==> config.mk <==
export PLATFORM = sky130hd
export DESIGN_NAME = plab3_mem_wben_splitter_flat
export DESIGN_NICKNAME = d
export VERILOG_FILES = /design/src/rtl/plab3_mem_wben_splitter_pkg.sv /design/src/rtl/plab3_mem_wben_splitter_if.sv /design/src/rtl/plab3_mem_wben_prio_enc.sv /design/src/rtl/plab3_mem_wben_splitter.sv /design/src/flat_wrapper.sv
export SDC_FILE = /design/constraint.sdc
export NUM_CORES = 1
export LEC_CHECK = 0
export CAP_MARGIN = 25
export CORE_ASPECT_RATIO = 0.7
export CORE_MARGIN = 2
export CORE_UTILIZATION = 47
export CTS_CLUSTER_SIZE = 30
export DETAILED_ROUTE_END_ITERATION = 8
export PLACE_DENSITY = 0.8
export SETUP_SLACK_MARGIN = 0.2
export SLEW_MARGIN = 5
export SYNTH_ARGS = -nofsm -noshare
export SYNTH_HDL_FRONTEND = slang
export SYNTH_HIERARCHICAL = 1
export SYNTH_SLANG_ARGS = --single-unit
==> constraint.sdc <==
create_clock -name clk -period 3.7 [get_ports clk]
set_clock_uncertainty 0.2 [all_clocks]
set_input_delay 0.555 -clock clk [delete_from_list [all_inputs] [get_ports clk]]
set_output_delay 0.555 -clock clk [all_outputs]
set_load 0.005 [all_outputs]
==> src/rtl/plab3_mem_wben_splitter_pkg.sv <==
// Shared constants and state encoding for the line-write splitter and the wben decoder.
package plab3_mem_wben_splitter_pkg;

  localparam int unsigned C_BYTES_PER_WORD = 4;
  localparam int unsigned C_WORD_NBITS     = 32;
  localparam int unsigned C_WORDS_PER_LINE = 4;

  typedef enum logic {
    IDLE  = 1'b0,
    SPLIT = 1'b1
  } state_e;

  function automatic int unsigned words_per_line(input int unsigned idx_nbits);
    return 32'd1 << idx_nbits;
  endfunction

endpackage

==> src/rtl/plab3_mem_wben_splitter_if.sv <==
// Line-wide write request in, word-granular write beats out, with val/rdy on both sides.
interface plab3_mem_wben_splitter_if
  import plab3_mem_wben_splitter_pkg::*;
#(
  parameter int p_in_nbits = 2
);
  localparam int c_nwords     = 1 << p_in_nbits;
  localparam int c_wben_nbits = C_BYTES_PER_WORD * c_nwords;
  localparam int c_data_nbits = C_WORD_NBITS * c_nwords;

  logic                    domain;
  logic                    in_val;
  logic                    in_rdy;
  logic [c_wben_nbits-1:0] in_wben;
  logic [c_data_nbits-1:0] in_data;
  logic                    out_val;
  logic                    out_rdy;
  logic [p_in_nbits-1:0]   out_idx;
  logic [3:0]              out_bmask;
  logic [31:0]             out_data;
  logic                    out_last;

  modport slave (
    input  domain, in_val, in_wben, in_data, out_rdy,
    output in_rdy, out_val, out_idx, out_bmask, out_data, out_last
  );

  modport master (
    output domain, in_val, in_wben, in_data, out_rdy,
    input  in_rdy, out_val, out_idx, out_bmask, out_data, out_last
  );

endinterface

==> src/rtl/plab3_mem_wben_prio_enc.sv <==
// Finds the lowest word with a nonzero byte-enable nibble and whether it is the only one left.
module plab3_mem_wben_prio_enc
  import plab3_mem_wben_splitter_pkg::*;
#(
  parameter int p_in_nbits = 2
) (
  input  logic [C_BYTES_PER_WORD*(1<<p_in_nbits)-1:0] mask,
  output logic [p_in_nbits-1:0]                       idx,
  output logic                                        found,
  output logic                                        last
);
  localparam int c_nwords = 1 << p_in_nbits;

  logic [c_nwords-1:0] nz;

  always_comb begin
    nz    = '0;
    idx   = '0;
    found = 1'b0;
    last  = 1'b0;
    for (int i = 0; i < c_nwords; i++) begin
      nz[i] = |mask[C_BYTES_PER_WORD*i +: C_BYTES_PER_WORD];
    end
    for (int i = c_nwords - 1; i >= 0; i--) begin
      if (nz[i]) idx = i[p_in_nbits-1:0];
    end
    found = |nz;
    // exactly one nonzero nibble remains
    last  = found && ((nz & (nz - c_nwords'(1))) == '0);
  end

endmodule

==> src/rtl/plab3_mem_wben_splitter.sv <==
// Splits one masked line write into word writes, skipping words with no enabled bytes.
//   state | meaning
//   IDLE  | ready for a line write; no beats pending
//   SPLIT | emitting one beat per nonzero nibble of rem_mask, lowest word first
module plab3_mem_wben_splitter
  import plab3_mem_wben_splitter_pkg::*;
#(
  parameter int p_in_nbits = 2
) (
  input logic                      clk,
  input logic                      reset,
  plab3_mem_wben_splitter_if.slave io
);
  localparam int c_nwords     = 1 << p_in_nbits;
  localparam int c_wben_nbits = C_BYTES_PER_WORD * c_nwords;
  localparam int c_data_nbits = C_WORD_NBITS * c_nwords;

  state_e                  state_q, state_d;
  logic [c_wben_nbits-1:0] rem_mask_q, rem_mask_d;
  logic [c_data_nbits-1:0] line_data_q, line_data_d;

  logic [p_in_nbits-1:0]   enc_idx;
  logic                    enc_found;
  logic                    enc_last;

  // domain only labels the transaction; no datapath decision depends on it
  logic domain_unused;
  assign domain_unused = io.domain;

  plab3_mem_wben_prio_enc #(
    .p_in_nbits (p_in_nbits)
  ) u_prio_enc (
    .mask  (rem_mask_q),
    .idx   (enc_idx),
    .found (enc_found),
    .last  (enc_last)
  );

  always_comb begin
    state_d      = state_q;
    rem_mask_d   = rem_mask_q;
    line_data_d  = line_data_q;
    io.in_rdy    = 1'b0;
    io.out_val   = 1'b0;
    io.out_idx   = '0;
    io.out_bmask = '0;
    io.out_data  = '0;
    io.out_last  = 1'b0;

    if (!reset) begin
      case (state_q)
        IDLE: begin
          io.in_rdy = 1'b1;
          if (io.in_val) begin
            rem_mask_d  = io.in_wben;
            line_data_d = io.in_data;
            // an all-zero mask is accepted and dropped without beats
            if (|io.in_wben) state_d = SPLIT;
          end
        end
        SPLIT: begin
          if (enc_found) begin
            io.out_val   = 1'b1;
            io.out_idx   = enc_idx;
            io.out_bmask = rem_mask_q[C_BYTES_PER_WORD*enc_idx +: C_BYTES_PER_WORD];
            io.out_data  = line_data_q[C_WORD_NBITS*enc_idx +: C_WORD_NBITS];
            io.out_last  = enc_last;
            if (io.out_rdy) begin
              rem_mask_d[C_BYTES_PER_WORD*enc_idx +: C_BYTES_PER_WORD] = '0;
              if (enc_last) state_d = IDLE;
            end
          end else begin
            state_d = IDLE;
          end
        end
        default: state_d = IDLE;
      endcase
    end
  end

  always_ff @(posedge clk) begin
    if (reset) begin
      state_q     <= IDLE;
      rem_mask_q  <= '0;
      line_data_q <= '0;
    end else begin
      state_q     <= state_d;
      rem_mask_q  <= rem_mask_d;
      line_data_q <= line_data_d;
    end
  end

endmodule

==> src/flat_wrapper.sv <==
// flat-port wrapper written by rule: the top's interface ports become plain ports
module plab3_mem_wben_splitter_flat import plab3_mem_wben_splitter_pkg::*;
#(
  parameter int p_in_nbits = 2
)
  (clk, reset, io_domain, io_in_val, io_in_wben, io_in_data, io_out_rdy, io_in_rdy, io_out_val, io_out_idx, io_out_bmask, io_out_data, io_out_last);
  plab3_mem_wben_splitter_if #(.p_in_nbits(p_in_nbits)) io_i ();
  input logic clk;
  input logic reset;
  input wire logic [$bits(io_i.domain)-1:0] io_domain;
  input wire logic [$bits(io_i.in_val)-1:0] io_in_val;
  input wire logic [$bits(io_i.in_wben)-1:0] io_in_wben;
  input wire logic [$bits(io_i.in_data)-1:0] io_in_data;
  input wire logic [$bits(io_i.out_rdy)-1:0] io_out_rdy;
  output wire logic [$bits(io_i.in_rdy)-1:0] io_in_rdy;
  output wire logic [$bits(io_i.out_val)-1:0] io_out_val;
  output wire logic [$bits(io_i.out_idx)-1:0] io_out_idx;
  output wire logic [$bits(io_i.out_bmask)-1:0] io_out_bmask;
  output wire logic [$bits(io_i.out_data)-1:0] io_out_data;
  output wire logic [$bits(io_i.out_last)-1:0] io_out_last;
  assign io_i.domain = io_domain;
  assign io_i.in_val = io_in_val;
  assign io_i.in_wben = io_in_wben;
  assign io_i.in_data = io_in_data;
  assign io_i.out_rdy = io_out_rdy;
  assign io_in_rdy = io_i.in_rdy;
  assign io_out_val = io_i.out_val;
  assign io_out_idx = io_i.out_idx;
  assign io_out_bmask = io_i.out_bmask;
  assign io_out_data = io_i.out_data;
  assign io_out_last = io_i.out_last;
  plab3_mem_wben_splitter #(.p_in_nbits(p_in_nbits)) u_core (.clk(clk), .reset(reset), .io(io_i));
endmodule
## Word level (Yosys, flattened, before mapping)

Index checks and enable logic that the tools add are counted.

| storage, ports and cells | value |
|---|---|
| flip-flop bits (word level) | 145 |
| output and inout bits | 41 |
| input port bits | 149 |
| logic and storage cells | 56 |

| cells by class | value |
|---|---|
| mux-type cells | 32 |
| shift operators | 4 |
| reduce and logical (&&, ||, !) cells | 10 |
| equal/unequal tests | 3 |
| add/subtract/negate cells | 2 |
| bitwise gates (word level) | 2 |

Operator list:

| cell | count |
|---|---|
| 128-bit by 8-bit variable part select with 32-bit output | 1 |
| 32-bit 2-to-1 mux | 3 |
| 16-bit 2-to-1 mux | 3 |
| 4-bit negation with 34-bit output | 1 |
| 4-bit by 34-bit variable shift with 16-bit output, first input constant | 1 |
| 4-bit by 34-bit variable part select with 16-bit output, first input constant | 1 |
| 16-bit one-hot mux with 2 select lines | 1 |
| 16-bit OR reduction | 2 |
| 16-bit bitwise mux | 1 |
| 4-bit OR reduction | 4 |
| 16-bit by 5-bit variable part select with 4-bit output | 1 |
| 2-bit 2-to-1 mux | 7 |
| 1-bit 2-to-1 mux | 13 |
| 4-bit 2-to-1 mux | 3 |
| 2-bit inequality test, second input constant | 3 |
| 4-bit bitwise AND | 1 |
| 4-bit logical NOT | 1 |
| 4-bit by 1-bit subtractor with 4-bit output, second input constant | 1 |
| 3-bit AND reduction | 1 |
| 1-bit one-hot mux with 2 select lines | 1 |
| 2-bit AND reduction | 1 |
| 1-bit logical AND | 1 |
| 1-bit inverter | 1 |

## Logic depth before layout (Yosys ltp)

| depth | value |
|---|---|
| depth after elaboration | 11 |
| mapped depth | 8 |
| gate-level depth less buffers | 6 |

## Cells and area by module

Netlist, hierarchy kept.

Modules (own cells, without submodules):

| module | area each (µm²) | times used | cells an instance | sequential area each (µm²) |
|---|---|---|---|---|
| plab3_mem_wben_splitter | 6,157.2 | 1 | 731 | 2,902.8 |
| plab3_mem_wben_prio_enc | 141.4 | 1 | 13 | 0.0 |

## Least setup slack after synthesis

No wires, ideal clock.

| timing | value |
|---|---|
| path kind | flip-flop to output port |
| start | reg u_core.rem_mask_q[9] |
| end | out io_out_data[24] |
| buffers on the path | 2 |
| required time | 2,945 ps |
| arrival | 2,011 ps |
| setup slack | 934 ps |
| stages on the path, launching flop included | 8 |
| cell sequence | dfxtp_1 > nor4_4 > nand2b_1 > a21boi_1 > buf_6 > buf_6 > mux4_2 > nor2b_1 |

| on the way | value |
|---|---|
| cells in the longest elaborated chain, start to end | 8 |
| elaborated cells on any way between the ends | 9 |
| classes of those cells | shift: 1; mux: 6; reduce/logical: 2 |

RTL lines:

| what | RTL line | RTL |
|---|---|---|
| from (decl) | plab3_mem_wben_splitter.sv:19 | `logic [c_wben_nbits-1:0] rem_mask_q, rem_mask_d;` |
| from (signal assigned) | plab3_mem_wben_splitter.sv:88 | `rem_mask_q <= rem_mask_d;` |
| 4-bit OR reduction | plab3_mem_wben_prio_enc.sv:22 | `nz[i] = \|mask[C_BYTES_PER_WORD*i +: C_BYTES_PER_WORD];` |
| 2-bit 2-to-1 mux (3 in series) | plab3_mem_wben_prio_enc.sv:25 | `if (nz[i]) idx = i[p_in_nbits-1:0];` |
| net u_core.enc_idx[0] | plab3_mem_wben_splitter.sv:22 | `logic [p_in_nbits-1:0] enc_idx;` |
| 128-bit by 8-bit variable part select with 32-bit output | plab3_mem_wben_splitter.sv:66 | `io.out_data = line_data_q[C_WORD_NBITS*enc_idx +: C_WORD_NBITS];` |
| 32-bit 2-to-1 mux | plab3_mem_wben_splitter.sv:62 | `if (enc_found) begin` |
| 32-bit 2-to-1 mux | plab3_mem_wben_splitter.sv:51 | `case (state_q)` |
| 32-bit 2-to-1 mux | plab3_mem_wben_splitter.sv:50 | `if (!reset) begin` |
| to (decl) | flat_wrapper.sv:19 | `output wire logic [$bits(io_i.out_data)-1:0] io_out_data;` |

The timed path passes the listed nets, and every way through them passes these cells.

## Worst setup path after layout

| timing | value |
|---|---|
| start | reg u_core.rem_mask_q[1] |
| end | out io_out_data[5] |

| on the way | value |
|---|---|
| cells in the longest elaborated chain, start to end | 6 |
| elaborated cells on any way between the ends | 7 |
| classes of those cells | shift: 1; mux: 4; reduce/logical: 2 |

RTL lines:

| what | RTL line |
|---|---|
| 4-bit OR reduction | plab3_mem_wben_prio_enc.sv:22 |
| 2-bit 2-to-1 mux | plab3_mem_wben_prio_enc.sv:25 |
| net u_core.enc_idx[0] | plab3_mem_wben_splitter.sv:22 |
| 128-bit by 8-bit variable part select with 32-bit output | plab3_mem_wben_splitter.sv:66 |
| 32-bit 2-to-1 mux | plab3_mem_wben_splitter.sv:62 |
| 32-bit 2-to-1 mux | plab3_mem_wben_splitter.sv:51 |
| 32-bit 2-to-1 mux | plab3_mem_wben_splitter.sv:50 |

The timed path passes the listed nets, and every way through them passes these cells.

==> results by group <==
Floorplanning
  • Die Y: 101 um
  • Starting density of the core: 0.479
  • DIE WIDTH: between 100 and 150 um
  • Die Footprint: 14400 um^2
  • Top-Level Pins: between 150 and 200
  • Core Region: about 13000 um^2
  • Rows: 35

Routing
  • Routed via count: 5901
  • Routed Antenna Nets: 0
  • Detailed Routing Iterations Pass 1: 4
  • # DRC: 0
  • Initial drt markers: roughly 330
  • WL final: 18.2 mm
  • Avg WL per Cell: roughly 16 um
  • Vias per inst: 5.31

Worst setup path
  • Worst Setup End Kind: primary output
  • CP Cell Sequence: nor4_4, a21boi_4, buf_12, buf_16, mux4_2, nor2b_1, clkdlybuf4s50_1
  • CP top delay family: buffers and inverters
  • Worst path depth: 7
  • Max FO, Critical Path: 5
  • WS Path Type: flop to primary output
  • Slowest CP cell: mux4_2
  • CP startpoint kind: flop
  • CP Buf/Inv Count: 3
  • Worst endpoint data arrival time: 2.73 ns
  • Required @ worst endpoint: approximately 2.9 ns
  • CP max stage delay: 0.49 ns
  • Worst r2r path cells: 8

Logic synthesis
  • #FFs+latches synth: between 100 and 150
  • Synth area leaders: dfxtp_1, nand2_1, mux4_2, a21oi_1, nor2b_1
  • Post-synth top area cell: dfxtp_1
  • Synth Area in XOR/XNOR: 0.00278
  • Dominant combinational cell family by area after synthesis: simple AND/OR/NAND/NOR gates
  • Top-area cell type share of the netlist area: 0.461
  • Compound-Gate Fraction of Synth Area: 0.125
  • Synth unique cells: 25
  • Synth Area in Simple Gates: 0.239
  • Mux cell area share after synthesis: 0.129
  • Adder-Cell Fraction of Synth Area: 0
  • Netlist Area Pre-Place: between 6000 and 7000 um^2
  • YS warnings: 6
  • Cells after synthesis: 744
  • Syn nets: 893
  • Seq/Total Area, Yosys: 0.461
  • Avg Inst Size Synth: between 8 and 9 um^2

Flow run
  • Max Cap Viol: 0

Power and ir drop
  • VDD IR max: about 370 uV
  • LEAKAGE: about 0.004 uW
  • Final Power: 4750 uW
  • Cell Pwr Density: 513 nW/um^2

Global routing
  • Total grt overflow: 0
  • Initial antenna violation count: 0
  • Vias in the first global route: roughly 5700
  • GRT Total Usage: 0.251
  • First-pass GRT wire length: around 28 mm
  • Largest net degree at the start of global routing: 86

Timing
  • Final setup vio count: 0
  • Fin. Hold Viols: 0
  • RSZ-0062 raised after global routing: yes
  • Final period util: 0.941
  • Worst Tran Pin Value: ~0.87 ns
  • Fmax: between 200 and 300 MHz
  • Max-slew violation count: 0
  • Fin Setup TNS: 0 ns
  • Relative slew margins: 0.420
  • Min cycle time layout: around 3.5 ns

Clock network
  • CTS clk-pin slew, worst paths: 0.06 ns
  • Root Buffer: clkbuf_16
  • CTS tree: yes
  • CTS Hold Buffers Added: 0
  • CTS Buf Count: 17
  • Clk sink count: 145
  • H-tree levels: 4
  • Clk buf depth: 2
  • Clock latency on the worst-skew pair: around 0.40 ns

Final layout
  • Area grow syn2layout: 46.9%
  • Fin cells: between 1000 and 1500
  • N_diodes: 0
  • Layout Nets: about 1100
  • Layout fillers: ~1000
  • Layout cells sized above 1: 0.130

Min path
  • Hold depth: 2
  • HP Class: flop to flop

Place
  • GPL Wtd Cong: around 0.80
  • Port Buffer Count: about 190
  • Hpwl dp: 11.0 mm
  • Placed Instances: between 1000 and 1500

Run status
  • Outcome: finished clean
worst register-to-register path, delay by kind of cell (launching register included):
family / cells / cell delay, ns
and+or+nand+nor: 3 / 0.68
AOI/OAI and AO/OA: 3 / 0.57
buffers and inverters: 2 / 0.38
DFF: 1 / 0.36
stage by stage:
| step | area (um^2) | setup slack, ns | utilization | hold WS (ns) |
|---|---|---|---|---|
| floorplan | 6300 | 0.934 | - | 0.233 |
| global route | 9250 | 0.0877 | 0.704 | 0.263 |
| finish | 9250 | 0.218 | 0.704 | 0.251 |
| CTS | 9060 | 0.121 | 0.690 | 0.252 |
| detailed placement | 8270 | 0.429 | 0.629 | 0.244 |
| global placement | 8270 | 0.452 | 0.629 | 0.239 |
kinds of logic after synthesis:
logic type / after synthesis
AND/OR/NAND/NOR: 347
AO/OA/AOI/OAI: 153
flip-flops: 145
buffers and inverters: 61
multiplexers: 36
XOR/XNOR: 2
final timing paths:
check / start / to / slack, ns
max: u_core/rem_mask_q[1]$_SDFFE_PP0P_ / io_out_data[5] / 0.22
min: u_core/line_data_q[117]$_SDFFE_PP0P_ / u_core/line_data_q[117]$_SDFFE_PP0P_ / 0.25
max reg2reg: u_core/rem_mask_q[1]$_SDFFE_PP0P_ / u_core/rem_mask_q[3]$_SDFFE_PP0P_ / 1.44
min reg2reg: u_core/line_data_q[117]$_SDFFE_PP0P_ / u_core/line_data_q[117]$_SDFFE_PP0P_ / 0.25
layout by cell type (no fill, tap or decap), types with 2 or more instances in the layout:
cell type          n
a21o_1             3
a21oi_1          145
a31o_2             2
and2_1             2
buf_12             4
buf_16             3
buf_4             31
buf_6              2
buf_8              2
bufinv_16          3
clkbuf_1           2
clkbuf_16         18
clkdlybuf4s15_1    2
clkdlybuf4s50_1  152
clkinv_2           3
clkinvlp_4         2
dfxtp_1          143
dfxtp_2            2
dlygate4sd2_1      8
dlymetal6s2s_1    24
inv_2              2
inv_6              4
mux4_2            36
nand2_1          290
nand4_1            2
nor2_1             3
nor2b_1           36
nor4_1             4
nor4_4             4
xnor2_1            2
sequential cells by signal, summed over array words and instances, names as in the netlist:
register	count
u_core/line_data_q	128
u_core/rem_mask_q	16
u_core/state_q	1
area by class of cell:
type / count / area, um^2 / area share
Clock buffer: 19 / 433 / 0.0468
Timing Repair Buffer: 230 / 2390 / 0.258
Tap cell: 166 / 208 / 0.0225
Multi-Input combinational cell: 538 / 3150 / 0.341
Clock inverter: 12 / 155 / 0.0168
Sequential cell: 145 / 2910 / 0.314
Inverter: 2 / 7.51 / 0.000811
synthesized netlist by cell type:
library cell / instances
buf_4: 4
and2_1: 2
nand2b_1: 2
buf_1: 3
buf_6: 3
dfxtp_1: 145
a21boi_1: 1
xnor2_1: 2
a31o_2: 2
a21o_1: 3
nor4_4: 4
nand2_1: 290
nand4_1: 2
nor4_1: 4
clkbuf_1: 38
nor2_1: 3
a21oi_1: 146
and4b_1: 1
buf_2: 11
and3_1: 1
nand3b_1: 1
o22ai_1: 1
mux4_2: 36
nor2b_1: 37
inv_2: 2
timing repair:
| item | CTS | global route |
|---|---|---|
| pin swaps | 0 | 1 |
| cloned | 3 | 1 |
| gates resized for setup | 18 | 35 |
| setup endpoints to repair | 36 | 37 |
| setup buffers | 16 | 10 |
report_power, final:
| part | internal (uW) | switching [uW] | total [uW] |
|---|---|---|---|
| registers | 1690 | 79.2 | 1770 |
| logic | 709 | 552 | 1260 |
| clock network | 1060 | 654 | 1720 |
routing by layer:
layer / global-route usage / part of all wire / up-vias
li1: - / - / 2878
met1: 0.323 / 0.43 / 2821
met2: 0.408 / 0.48 / 186
met3: 0.0827 / 0.079 / 16
met4: 0.0716 / 0.011 / 0
met5: 0 / 0 / -
Power figures use the tool's default switching activity.
==> RTL edit (same settings) <==
Take the reset off `line_data_q` and load it in a clocked block of its own.
--- a/src/rtl/plab3_mem_wben_splitter.sv
+++ b/src/rtl/plab3_mem_wben_splitter.sv
@@ -82,12 +82,14 @@
     if (reset) begin
       state_q     <= IDLE;
       rem_mask_q  <= '0;
-      line_data_q <= '0;
     end else begin
       state_q     <= state_d;
       rem_mask_q  <= rem_mask_d;
-      line_data_q <= line_data_d;
     end
+  end
+
+  always_ff @(posedge clk) begin
+    line_data_q <= line_data_d;
   end
 
 endmodule
Behaviour: no difference found for any inputs over 4 cycles, from zero or initial values and one cycle with reset high; that may be too few to reach the edited logic, so the function may still have changed.
==> RTL edit against the original RTL <==
  * Total power fell by 1.4%
  * Register-to-register slack got worse by 0.07 ns
  * Hold slack better by 0.061 ns
  * Design area is 5.3% lower
  * Worst setup slack got worse by 0.052 ns
  * Utilization is 3.5 points higher
  * Sequential cell count did not move
  * First-iteration DRC count down 26%
  * Routed wire length down 21%
  * Critical path depth did not move
  * Area after synthesis is 8.1% lower
==> RTL edit: results (changes against the original RTL) <==
metric	value	unit	change
layout cells sized above 1	19.1	%	+6.1 points
drt first-iter violations	240		-26%
Most used DFF post-synth	edfxtp_1		
leakage power	3.38	nW	-13%
commonest cells in the netlist	edfxtp_1 (128), nor2b_1 (37), mux4_2 (36)		
routability congestion estimate	0.847		+5.5%
status	complete, no violations		
vias in the first global route	3817		-34%
largest fanout on the critical path	9		+4
EDFF count, synth	128		+128
xor/xnor share of the synthesized area	0.303	%	+0.024 points
Mapped Nets	466		-48%
clk buf depth	2		unchanged
switch share	24.9	%	-2.2 points
Fillers	712		-31%
pre-CTS WS	0.379	ns	-0.0506 ns
P_seq	1.94	mW	+9.6%
CTS Buf Count	17		unchanged
Vias per Instance	5.24		-1.2%
share of total power in combinational logic	22.9	%	-3.7 points
post-detail-place hpwl	9370	microns	-15%
post-synthesis mux area share	14.0	%	+1.1 points
Final #Nets	680		-37%
synthesis warning total	6		unchanged
largest net degree at the start of global routing	129		+50%
worst slew pin tran	0.726	ns	-0.144 ns
DR WL/cell	20.6	microns	+26%
diode count	0		unchanged
sequential share of the synthesized area	72.3	%	+26 points
critical path data arrival time	2.78	ns	+0.05 ns
first-pass GRT wire length	21200	microns	-25%
CP delay by family, top	buffers and inverters		
Worst-Skew Late Latency	0.41	ns	
Synth Area in Compound Gates	2.44	%	-10 points
top cells by area, synth	edfxtp_1 (66%), mux4_2 (14%), dfxtp_1 (5.9%)		
VDD IR max	0.000413	V	+12%
GR Util All Layers	22.0	%	-3.1 points
RTL edit: changes by cell type in the layout (fill, tap and decap cells not counted), moves of 4 or more:
cell           change
o21bai_1           +4
inv_8              +4
dfxtp_1          -129
edfxtp_1         +128
nand2_1          -256
dlygate4sd2_1      +4
a21oi_1          -128
buf_4             -21
RTL edit: worst paths after layout:
kind	to	from	slack (ns)
min	u_core/rem_mask_q[4]	u_core/rem_mask_q[4]	0.31
min reg2reg	u_core/rem_mask_q[4]	u_core/rem_mask_q[4]	0.31
max	io_out_data[22]	u_core/rem_mask_q[0]	0.17
max reg2reg	u_core/rem_mask_q[3]	u_core/rem_mask_q[14]	1.37
RTL edit: area by class of cell:
type	instances	area (sq um)	share of cell area (%)
sequential	145	4190	47.8
timing repair buffer	211	2250	25.7
multi-input combinational	154	1540	17.6
clock buffer	17	425	4.86
tap	157	196	2.24
clock inverter	15	151	1.73
inverter	2	7.51	0.0857
RTL edit: what timing repair did:
action                                 in CTS  in global routing
setup endpoints to repair                  36                 36
gates cloned                                3                  1
pin swaps                                   3                  3
resized for setup                          25                 28
setup buffers                               9                  1
endpoints found under the hold margin       0                  0
RTL edit: per-stage QoR:
stage                     total power, mW  hold WS, ns  area [sq um]  utilization (%)  instances
after floorplan                      2.49        0.277          5800                -        317
after global placement               2.84        0.299          7900             66.6        654
after detailed placement             2.87        0.303          7900             66.6        654
after CTS                            4.69        0.312          8660             73.1        698
after global routing                 4.85        0.330          8760             73.9        701
final                                4.68        0.312          8760             73.9        701
RTL edit: routing by layer:
layer | track usage, % | routed length (microns)
met3 | 8.49 | 1440
met5 | 0 | 0
met1 | 28.4 | 5880
met2 | 34.8 | 6980
met4 | 6.33 | 155
RTL edit: tightest hold or removal path: stages (launching register included):
cell	delay [ns]
dfxtp_1	0.34
nand2_1	0.07
a21oi_1	0.05
